`src/rtl/noc_rx_dma.sv`:
```
// Receive DMA for the tile network interface.
// Stores one packet at a time (header, size, payload) into the tile RAM
// through port B. When the packet is complete it raises a level interrupt
// and holds the buffer until the CPU acknowledges it.
module noc_rx_dma #(
    parameter logic [31:0] BUF_BASE  = 32'h0000_E000,
    parameter int unsigned BUF_BYTES = 1024
) (
    input  logic        clock,
    input  logic        reset,
    input  logic [31:0] rx_data_in,
    input  logic        rx_valid_in,
    output logic        rx_ready_out,
    output logic        mem_enable_out,
    output logic [3:0]  mem_wb_out,
    output logic [31:0] mem_addr_out,
    output logic [31:0] mem_data_out,
    output logic        irq_out,
    input  logic        cpu_ack_in,
    output logic [31:0] pkt_hdr_out,
    output logic [15:0] pkt_len_out,
    output logic [15:0] drop_count_out
);

    localparam int unsigned MAX_N     = (BUF_BYTES - 8) / 4;
    localparam int unsigned CNT_W     = 16;
    localparam logic [31:0] SIZE_ADDR = BUF_BASE + 32'd4;
    localparam logic [31:0] DATA_ADDR = BUF_BASE + 32'd8;

    typedef enum logic [2:0] {
        ST_IDLE,
        ST_SIZE,
        ST_PAYLOAD,
        ST_DROP,
        ST_NOTIFY
    } state_t;

    state_t             state;
    state_t             state_nxt;
    logic [CNT_W-1:0]   cnt_q;
    logic [CNT_W-1:0]   cnt_d;
    logic [CNT_W-1:0]   idx_q;
    logic [CNT_W-1:0]   idx_d;
    logic               xfer;
    logic [CNT_W-1:0]   size_n;
    logic               size_too_big;
    logic               wr_en_d;
    logic [31:0]        wr_addr_d;
    logic [31:0]        wr_data_d;
    logic               irq_d;
    logic [31:0]        hdr_d;
    logic [15:0]        len_d;
    logic [15:0]        drop_d;
    logic               ready_d;

    // Handshake and size decode of the current flit.
    always_comb begin
        xfer         = rx_valid_in & rx_ready_out;
        size_n       = rx_data_in[15:0];
        size_too_big = 32'(size_n) > MAX_N;
    end

    // Next-state and next-value logic for every registered output.
    always_comb begin
        state_nxt = state;
        cnt_d     = cnt_q;
        idx_d     = idx_q;
        wr_en_d   = 1'b0;
        wr_addr_d = mem_addr_out;
        wr_data_d = mem_data_out;
        irq_d     = irq_out;
        hdr_d     = pkt_hdr_out;
        len_d     = pkt_len_out;
        drop_d    = drop_count_out;

        case (state)
            ST_IDLE: begin
                if (xfer) begin
                    wr_en_d   = 1'b1;
                    wr_addr_d = BUF_BASE;
                    wr_data_d = rx_data_in;
                    hdr_d     = rx_data_in;
                    state_nxt = ST_SIZE;
                end
            end
            ST_SIZE: begin
                if (xfer) begin
                    wr_en_d   = 1'b1;
                    wr_addr_d = SIZE_ADDR;
                    wr_data_d = rx_data_in;
                    cnt_d     = size_n;
                    idx_d     = '0;
                    if (size_too_big) begin
                        // Oversized packet: count it and swallow the payload.
                        if (drop_count_out != 16'hFFFF) begin
                            drop_d = drop_count_out + 16'd1;
                        end
                        state_nxt = ST_DROP;
                    end else if (size_n == '0) begin
                        len_d     = '0;
                        state_nxt = ST_NOTIFY;
                    end else begin
                        len_d     = size_n;
                        state_nxt = ST_PAYLOAD;
                    end
                end
            end
            ST_PAYLOAD: begin
                if (xfer) begin
                    wr_en_d   = 1'b1;
                    wr_addr_d = DATA_ADDR + {14'd0, idx_q, 2'b00};
                    wr_data_d = rx_data_in;
                    idx_d     = idx_q + 16'd1;
                    cnt_d     = cnt_q - 16'd1;
                    if (cnt_q == 16'd1) begin
                        state_nxt = ST_NOTIFY;
                    end
                end
            end
            ST_DROP: begin
                if (xfer) begin
                    cnt_d = cnt_q - 16'd1;
                    if (cnt_q == 16'd1) begin
                        state_nxt = ST_IDLE;
                    end
                end
            end
            ST_NOTIFY: begin
                // The interrupt rises one cycle after entry, once the last write
                // has committed; an ack only counts after it is visible.
                if (irq_out && cpu_ack_in) begin
                    irq_d     = 1'b0;
                    state_nxt = ST_IDLE;
                end else begin
                    irq_d = 1'b1;
                end
            end
            default: begin
                state_nxt = ST_IDLE;
            end
        endcase

        ready_d = (state_nxt != ST_NOTIFY);
    end

    // State, counters and registered outputs.
    always_ff @(posedge clock or negedge reset) begin
        if (!reset) begin
            state          <= ST_IDLE;
            cnt_q          <= '0;
            idx_q          <= '0;
            rx_ready_out   <= 1'b0;
            mem_enable_out <= 1'b0;
            mem_wb_out     <= 4'h0;
            mem_addr_out   <= '0;
            mem_data_out   <= '0;
            irq_out        <= 1'b0;
            pkt_hdr_out    <= '0;
            pkt_len_out    <= '0;
            drop_count_out <= '0;
        end else begin
            state          <= state_nxt;
            cnt_q          <= cnt_d;
            idx_q          <= idx_d;
            rx_ready_out   <= ready_d;
            mem_enable_out <= wr_en_d;
            mem_wb_out     <= wr_en_d ? 4'hF : 4'h0;
            mem_addr_out   <= wr_addr_d;
            mem_data_out   <= wr_data_d;
            irq_out        <= irq_d;
            pkt_hdr_out    <= hdr_d;
            pkt_len_out    <= len_d;
            drop_count_out <= drop_d;
        end
    end

endmodule

```
`config.mk`:
```
export PLATFORM = sky130hd
export DESIGN_NAME = noc_rx_dma
export DESIGN_NICKNAME = d
export VERILOG_FILES = /design/src/rtl/noc_rx_dma.sv
export SDC_FILE = /design/constraint.sdc
export NUM_CORES = 1
export LEC_CHECK = 0
export CORE_MARGIN = 1
export CORE_UTILIZATION = 45
export CTS_BUF_LIST = sky130_fd_sc_hd__clkbuf_4 sky130_fd_sc_hd__clkbuf_8 sky130_fd_sc_hd__clkbuf_16
export DETAILED_ROUTE_END_ITERATION = 12
export PLACE_DENSITY = 0.84
export SETUP_SLACK_MARGIN = 0.5
export SLEW_MARGIN = 20
export SYNTH_ARGS = -nofsm -noshare
export SYNTH_HDL_FRONTEND = slang
export SYNTH_SLANG_ARGS = --single-unit
```
`constraint.sdc`:
```
create_clock -name clock -period 1.9 [get_ports clock]
set_input_delay 0.285 -clock clock [delete_from_list [all_inputs] [get_ports clock]]
set_output_delay 0.285 -clock clock [all_outputs]
set_load 0.02 [all_outputs]
```
Word-level counts from Yosys, hierarchy flattened
Index checks and enable logic that the tools add are counted.
{"block": "totals", "regBits": 170, "input_bits": 36}
{"block": "op_classes", "add_sub_neg": 4, "n_lt_le_gt_ge": 1, "eq_ne": 11, "mux": 25, "bitwise": 2, "reduce_logical": 15}
{"operator": "32-bit two-way mux", "n": 3}
{"operator": "32-bit case mux with 3 select lines", "n": 1}
{"operator": "16-bit two-way mux", "n": 5}
{"operator": "16-bit case mux with 2 select lines", "n": 2}
{"operator": "16-bit by 1-bit adder with 16-bit output (second input constant)", "n": 2}
{"operator": "3-bit two-way mux", "n": 9}
{"operator": "16-bit by 18-bit adder with 19-bit output (first input constant)", "n": 1}
{"operator": "16-bit by 1-bit == test with 1-bit output (second input constant)", "n": 1}
{"operator": "16-bit by 8-bit > comparator with 1-bit output (second input constant)", "n": 1}
{"operator": "16-bit zero test", "n": 1}
{"operator": "16-bit inequality test (second input constant)", "n": 1}
{"operator": "16-bit by 1-bit subtractor with 16-bit output (second input constant)", "n": 1}
{"operator": "3-bit case mux with 5 select lines", "n": 1}
{"operator": "3-bit AND reduction", "n": 3}
{"operator": "4-bit AND reduction", "n": 2}
{"operator": "3-bit by 2-bit == test with 1-bit output (second input constant)", "n": 2}
{"operator": "2-bit inequality test (second input constant)", "n": 3}
{"operator": "4-bit two-way mux", "n": 1}
{"operator": "2-bit AND reduction", "n": 2}
{"operator": "2-bit nonzero test", "n": 2}
{"operator": "3-bit by 1-bit == test with 1-bit output (second input constant)", "n": 1}
{"operator": "3-bit == test (second input constant)", "n": 1}
{"operator": "3-bit zero test", "n": 1}
{"operator": "1-bit two-way mux", "n": 3}
{"operator": "8 further kinds", "n": 8}

Depth between registers and ports, before layout
Gate-level depths: netlist (run 1).
{"block": "logic_depth", "depth_word": 6, "mapped_depth": 8}

Worst setup path before layout (run 1)
OpenSTA, ideal clock, no wires.
{"block": "synth_timing", "path_kind": "register -> register", "startpoint": "register rx_ready_out", "endpoint": "register pkt_len_out[6]", "setup_ns": 0.125, "t_arrival_ns": 1.698, "t_required_ns": 1.775, "path_slack_ns": 0.077, "path_stages_with_launch": 7, "n_path_buf": 2, "cell_sequence": "dfrtp_1 -> nand3b_1 -> nor3b_1 -> and2_1 -> buf_4 -> buf_6 -> mux2_4"}
{"block": "synth_between", "elab_chain_len": 2}
{"element": "from (decl)", "line": "13", "source": "output logic rx_ready_out,"}
{"element": "from (signal assigned)", "line": "165", "source": "rx_ready_out <= ready_d;"}
{"element": "1-bit bitwise AND", "line": "58", "source": "xfer = rx_valid_in & rx_ready_out;"}
{"element": "3-bit AND reduction (no line)"}
{"element": "to (signal assigned)", "line": "172", "source": "pkt_len_out <= len_d;"}
{"element": "to (decl)", "line": "21", "source": "output logic [15:0] pkt_len_out,"}
No other way between the ends.
A chain may end at the register's enable or synchronous reset.

Worst setup path in the final report (run 1)
{"block": "layout_timing", "startpoint": "register cnt_q[2]", "endpoint": "register cnt_q[7]"}
{"block": "layout_between", "elab_chain_len": 3}
{"element": "from (decl)", "line": "40", "source": "logic [CNT_W-1:0] cnt_q;"}
{"element": "from (signal assigned)", "line": "163", "source": "cnt_q <= cnt_d;"}
{"element": "16-bit by 1-bit subtractor with 16-bit output", "line": "114, 122"}
{"element": "16-bit two-way mux", "line": "109, 121"}
{"element": "16-bit case mux with 2 select lines", "line": "76", "source": "case (state)"}
No other way between the ends. The select of a mux whose other input is x is not followed.

==> run summary, run 1 <==
outcome: complete, no violations
Worst path top cell family by delay: simple AND/OR/NAND/NOR gates
Core Area: 14800 um2
CTS tree: built
CTS root buf: clkbuf_16
Antenna Nets Post-Route: 0
Routed Wire Length: 25100 um
# DRC: 0
Max Cap Viol: 0
Setup-failing EPs final: 0
IO Pins: 171
DR vias/cell: 5.68
initial DRC count: 525
first-pass GRT wire length: 34200 um
Peak Freq: 0.531 GHz
antenna cell count: 0
total chip power: 12.9 mW
DIE WIDTH: 126 um
total die area: 15900 um2
Hold Vio Cnt, Final: 0
initial antenna violation count: 0
synthesized flop and latch total: 151
cts bufs inserted: 17
pwr dens: 1100 nW/um2
Post-Syn Area per Cell: 10.3 um2
Clk Latency, worst-skew pair: 0.44 ns
H-Tree Depth: 4
Layout Nets: 1012
cells along the critical path: or4_4 -> nor2_4 -> o21ai_4 -> mux2i_1 -> o21ai_1
Initial Util: 0.468
synth warn: 0
P&R area growth vs syn: 71.2%
Worst Setup Path Type: flop to flop
DP Cell Count: 1027
CTS clock-pin slew for the worst setup and hold paths: 0.08 ns
hold slack: 0.313 ns
Clock Skews: 0.0144 ns
Slew Limit Headroom: 0.636
Post-DP HPWL: 11800 um
Synth Instances: 669
clock buffer depth: 2
worst path arrival time: 2.20 ns
CTS Sinks: 151
fin util: 0.801
Post-Layout Cell Count: 1168
worst min-delay path class: input port to flop
Post-Syn Area: 6910 um2
Slew @ Worst Pin: 0.547 ns
grt total ovfl: 0
Critical Path RT: 2.21 ns
vias in the first global route: 6346
Cell variety after synth: 59
Max VDD drop: 0.765 mV
GPL Wtd Cong: 0.791
Worst setup SP type: flop
largest net degree at the start of global routing: 56
unrepaired setup endpoints after global routing: yes
Seq/Total Area, Yosys: 0.547
CP peak stage delay: 0.61 ns
post-layout min period: 1.88 ns
Final Cycle Share: 0.991
most frequent cells in the layout: dfrtp_1, buf_4, nand2_1
CP max stage cell: or4_4
total global-route track usage: 0.278
DR WL/cell: 21.5 um
PortBufs: 155
vias: 6631
crit path max fanout: 4
Buf/Inv on CP: 0
Static Leak: 5.48 nW
crit end category: flop
Detailed Routing Iterations Pass 1: 5
leading cell type in the layout, fill and taps excluded: dfrtp_1
die height: 126 um
Filler cells: 780
max-slew violation count: 0
layout cells sized above 1: 0.586
row cnt: 44
## worst paths after layout
kind	start	to	cells after the start	slack, ns
setup reg to reg	cnt_q[2]	cnt_q[7]	5	0.02
setup / recovery	cnt_q[2]	cnt_q[7]	5	0.02
hold reg to reg	drop_count_out[13]	drop_count_out[13]	1	0.48
min in group asynchronous	reset	mem_data_out[19]	2	0.38
hold / removal	rx_data_in[14]	mem_data_out[14]	4	0.31
max in group asynchronous	reset	idx_q[6]	3	0.80
## where the power goes
part           switching (mW)  internal (mW)  total (mW)
logic                    2.50           2.28        4.78
clock network            1.53           1.96        3.50
registers               0.739           3.93        4.67
## kinds of logic after synthesis
group,after synthesis,share of synthesized area
compound gates,90,0.0786
other cells,1,0.000543
buf+inv,54,0.0444
flops,151,0.547
fa+ha+maj,5,0.00905
simple gates,288,0.202
xor+xnor,35,0.0444
mux,45,0.0741
## timing repair
item / 4_1_cts / 5_1_grt
hold buffers: 1 / 0
gates cloned: 9 / 3
resized for setup: 507 / 248
buffers inserted: 46 / 50
pin swaps: 92 / 77
endpoints found under the hold margin: 52 / 0
endpoints found under the setup margin: 268 / 222
## Yosys cell counts (all sizes together)
cell type | instances | share of area
o2bb2ai | 3 | 0.0038
nand2b | 4 | 0.0036
ha | 5 | 0.0091
xor2 | 16 | 0.020
o21ai | 39 | 0.028
clkbuf | 12 | 0.0065
nand3b | 2 | 0.0040
and3 | 7 | 0.0065
o31ai | 3 | 0.0033
a41o | 1 | 0.0014
nor4 | 10 | 0.016
a22o | 2 | 0.0025
dfrtp | 151 | 0.55
o211a | 1 | 0.0025
nor3b | 3 | 0.0040
a22oi | 4 | 0.0043
buf | 39 | 0.036
xnor2 | 19 | 0.024
o22ai | 1 | 0.00091
and3b | 1 | 0.0013
or4 | 2 | 0.0027
nor2b | 11 | 0.010
o32ai | 1 | 0.0013
nand4 | 14 | 0.013
a31oi | 5 | 0.0045
or3 | 6 | 0.0062
and2 | 2 | 0.0018
a2bb2oi | 1 | 0.0013
nand4b | 1 | 0.0013
mux2 | 43 | 0.071
or2 | 1 | 0.00091
o22a | 2 | 0.0025
and4 | 3 | 0.0038
a41oi | 1 | 0.0013
nand2 | 143 | 0.078
o211ai | 2 | 0.0022
nand3 | 18 | 0.013
and4bb | 1 | 0.0018
nor2 | 53 | 0.029
inv | 3 | 0.0016
conb | 1 | 0.00054
a21oi | 21 | 0.015
a21o | 3 | 0.0033
nor3 | 6 | 0.0060
mux2i | 2 | 0.0029
## worst min-delay path: stages
cell and delay [ns]:
dlymetal6s2s_1 0.16, buf_4 0.16, nand2_1 0.06, nand2_2 0.05
## flip-flops by register name, indices dropped and copies added, names as in the netlist, 3 cells and up
register,count
state,3
pkt_hdr_out,32
cnt_q,16
idx_q,16
mem_data_out,32
pkt_len_out,16
drop_count_out,16
mem_addr_out,17
## cell type report
cell class | count | area (um2) | share of cell area
well taps | 184 | 230 | 0.0195
repair buffers | 319 | 3080 | 0.260
multi-input cells | 479 | 4090 | 0.346
inverters | 3 | 23.8 | 0.00201
clock buffers | 17 | 425 | 0.0360
flip-flops and latches | 151 | 3810 | 0.323
clock inverters | 15 | 169 | 0.0143
## through the flow
| step | cell area, um2 | TNS, ns | worst slack, ns |
|---|---|---|---|
| 6_report | 11800 | 0 | 0.0162 |
| 5_1_grt | 11800 | 0 | 0.000109 |
| 4_1_cts | 11000 | 0 | 0.170 |
| 3_5_place_dp | 9300 | -10.43 | -0.324 |
| 3_3_place_gp | 9300 | -7.31 | -0.303 |
| 2_1_floorplan | 7380 | 0 | 0.204 |
## layer usage
layer  track usage  part of all wire  wire length, um  vias up
li1              -                 -                -     2876
met1         0.341              0.38             9450     3311
met2         0.470              0.52            13000      364
met3        0.0671             0.069             1730       80
met4         0.113             0.039              968        0
met5             0                 0                0        -
Note: power is estimated with default switching activity, not from simulation.
==> run 2: changes to the inputs <==
- CORE_UTILIZATION: 45 -> 50
- PLACE_DENSITY: 0.84 -> 0.88
- clock period: 1.9 -> 2 ns (I/O delays scaled with it)
==> run 2 against run 1 <==
Against the previous run:
- clock skew up 0.00052 ns
- fmax up 0.60%
- design area down 5.3%
- die area down 9.8%
- final cell count down 1.4%
- count of clock-buffer cells in the layout up 4
- hold slack better by 0.065 ns
- wire length down 1.7%
- register-to-register slack better by 0.11 ns
- clock power down 6.0%
- total power down 9.9%
- first-iteration DRC count up 15%
==> run summary, run 2 (synthesis results as in run 1) <==
outcome: complete, no violations (unchanged)
Layout Nets: 1006 (was 1012)
CTS root buf: clkbuf_16 (unchanged)
GPL Wtd Cong: 0.836 (was 0.791)
crit end category: flop (unchanged)
Design Area, Final: 11200 um2 (was 11800 um2)
pwr dens: 1040 nW/um2 (was 1100 nW/um2)
post-layout min period: 1.87 ns (was 1.88 ns)
initial DRC count: 602 (was 525)
Final TNS setup: 0 ns (unchanged)
CTS Sinks: 151 (unchanged)
Top Registers: mem_data_out (32), pkt_hdr_out (32), mem_addr_out (17) (unchanged)
initial antenna violation count: 0 (unchanged)
grt total ovfl: 0 (unchanged)
PortBufs: 155 (unchanged)
worst path arrival time: 2.21 ns (was 2.20 ns)
first-pass GRT wire length: 32100 um (was 34200 um)
Core Area: 13300 um2 (was 14800 um2)
vias: 6712 (was 6631)
CP max stage cell: nor4_2 (was or4_4)
Final Cycle Share: 0.936 (was 0.991)
Max Cap Viol: 0 (unchanged)
total global-route track usage: 0.292 (was 0.278)
Slew @ Worst Pin: 0.570 ns (was 0.547 ns)
Worst path top cell family by delay: simple AND/OR/NAND/NOR gates (unchanged)
Detailed Routing Iterations Pass 1: 5 (unchanged)
H-Tree Depth: 4 (unchanged)
vias in the first global route: 6151 (was 6346)
Antenna Nets Post-Route: 0 (unchanged)
DP Worst Slack: -0.235 ns (was -0.324 ns)
die height: 120 um (was 126 um)
CP peak stage delay: 0.50 ns (was 0.61 ns)
worst min-delay path class: input port to asynchronous set/reset pin (was input port to flop)
Routed Wire Length: 24700 um (was 25100 um)
CP dominant cell by count: a21oi_1
Initial Util: 0.518 (was 0.468)
cts bufs inserted: 17 (unchanged)
Slew Limit Headroom: 0.618 (was 0.636)
Post-DP HPWL: 11800 um (about the same)
DIE WIDTH: 120 um (was 126 um)
Clock Skews: 0.0149 ns (was 0.0144 ns)
Hold Vio Cnt, Final: 0 (unchanged)
DR WL/cell: 21.4 um (was 21.5 um)
Static Leak: 5.44 nW (was 5.48 nW)
cells along the critical path: buf_4 -> nor4_2 -> nand4b_1 -> a21oi_1 -> nor2_1 -> a21oi_1 (was or4_4 -> nor2_4 -> o21ai_4 -> mux2i_1 -> o21ai_1)
# DRC: 0 (unchanged)
Worst setup SP type: flop (unchanged)
DR vias/cell: 5.83 (was 5.68)
row cnt: 42 (was 44)
CTS clock-pin slew for the worst setup and hold paths: 0.06 ns (was 0.08 ns)
leading cell type in the layout, fill and taps excluded: dfrtp_1 (unchanged)
clock buffer depth: 2 (unchanged)
P&R area growth vs syn: 62.1% (was 71.2%)
antenna cell count: 0 (unchanged)
unrepaired setup endpoints after global routing: yes (unchanged)
largest net degree at the start of global routing: 49 (was 56)
CTS tree: built (unchanged)
hold slack: 0.378 ns (was 0.313 ns)
Max VDD drop: 0.809 mV (was 0.765 mV)
Setup WS post-layout: 0.127 ns (was 0.0162 ns)
total die area: 14300 um2 (was 15900 um2)
IO Pins: 171 (unchanged)
Filler cells: 682 (was 780)
Worst Setup Path Type: flop to flop (unchanged)
Clk Latency, worst-skew pair: 0.43 ns (was 0.44 ns)
total chip power: 11.7 mW (was 12.9 mW)
max-slew violation count: 0 (unchanged)
Setup-failing EPs final: 0 (unchanged)
Critical Path RT: 2.34 ns (was 2.21 ns)
most frequent cells in the layout: dfrtp_1, dlygate4sd2_1, nand2_1 (was dfrtp_1, buf_4, nand2_1)
Placed Area: 8970 um2 (was 9300 um2)
Buf/Inv on CP: 1 (was 0)
Peak Freq: 0.534 GHz (was 0.531 GHz)
layout cells sized above 1: 0.405 (was 0.586)
crit path max fanout: 4 (unchanged)
-- run 2: cell types whose count changed in the layout (fill, tap and decap cells not counted), sizes merged, moves of 5 or more --
cell and change:
clkbuf -22, clkinvlp -5, clkinv +5, inv -7, dlygate4sd2 +100, clkdlybuf4s15 -34, buf -45
-- run 2: final timing paths --
check | slack [ns] | cells past startpoint | end | startpoint
setup / recovery | 0.13 | 6 | cnt_q[12] | cnt_q[10]
hold / removal | 0.38 | 2 | mem_addr_out[12] | reset
setup reg to reg | 0.13 | 6 | cnt_q[12] | cnt_q[10]
hold reg to reg | 0.47 | 2 | mem_data_out[24] | mem_data_out[24]
max in group asynchronous | 0.93 | 3 | mem_data_out[26] | reset
min in group clock | 0.38 | 4 | mem_data_out[12] | rx_data_in[12]
-- run 2: power by group --
group | switching [mW] | internal (mW)
clock network | 1.26 | 2.03
logic | 2.26 | 1.83
registers | 0.562 | 3.73
-- run 2: what timing repair did --
action,4_1_cts,5_1_grt
gates resized for setup,236,155
setup endpoints to repair,263,154
pin swaps,40,45
hold buffers,1,0
setup buffers,45,56
endpoints found under the hold margin,45,0
gates cloned,4,7
-- run 2: final cells by class --
type / count / area [um2] / area share
Clock buffer: 21 / 468 / 0.0418
Clock inverter: 9 / 126 / 0.0113
Inverter: 3 / 23.8 / 0.00212
Multi-Input combinational cell: 479 / 3580 / 0.319
Sequential cell: 151 / 3810 / 0.341
Tap cell: 176 / 220 / 0.0197
Timing Repair Buffer: 313 / 2970 / 0.265
-- run 2: worst register-to-register path, delay by kind of cell, from the launching register on --
kind / cells / cell delay [ns]
flip-flops: 1 / 0.40
AO/OA/AOI/OAI: 2 / 0.39
buffers and inverters: 1 / 0.15
AND/OR/NAND/NOR: 3 / 0.84
-- run 2: through the flow --
| stage | instances | util |
|---|---|---|
| 2_1_floorplan | 683 | - |
| 3_3_place_gp | 1009 | 0.672 |
| 3_5_place_dp | 1009 | 0.672 |
| 4_1_cts | 1089 | 0.762 |
| 5_1_grt | 1152 | 0.839 |
| 6_report | 1152 | 0.839 |
-- run 2: routing by layer --
metal	GRT usage	wire length (um)
met1	0.368	9140
met2	0.489	12500
met3	0.0656	1930
met4	0.116	1110
met5	0	0
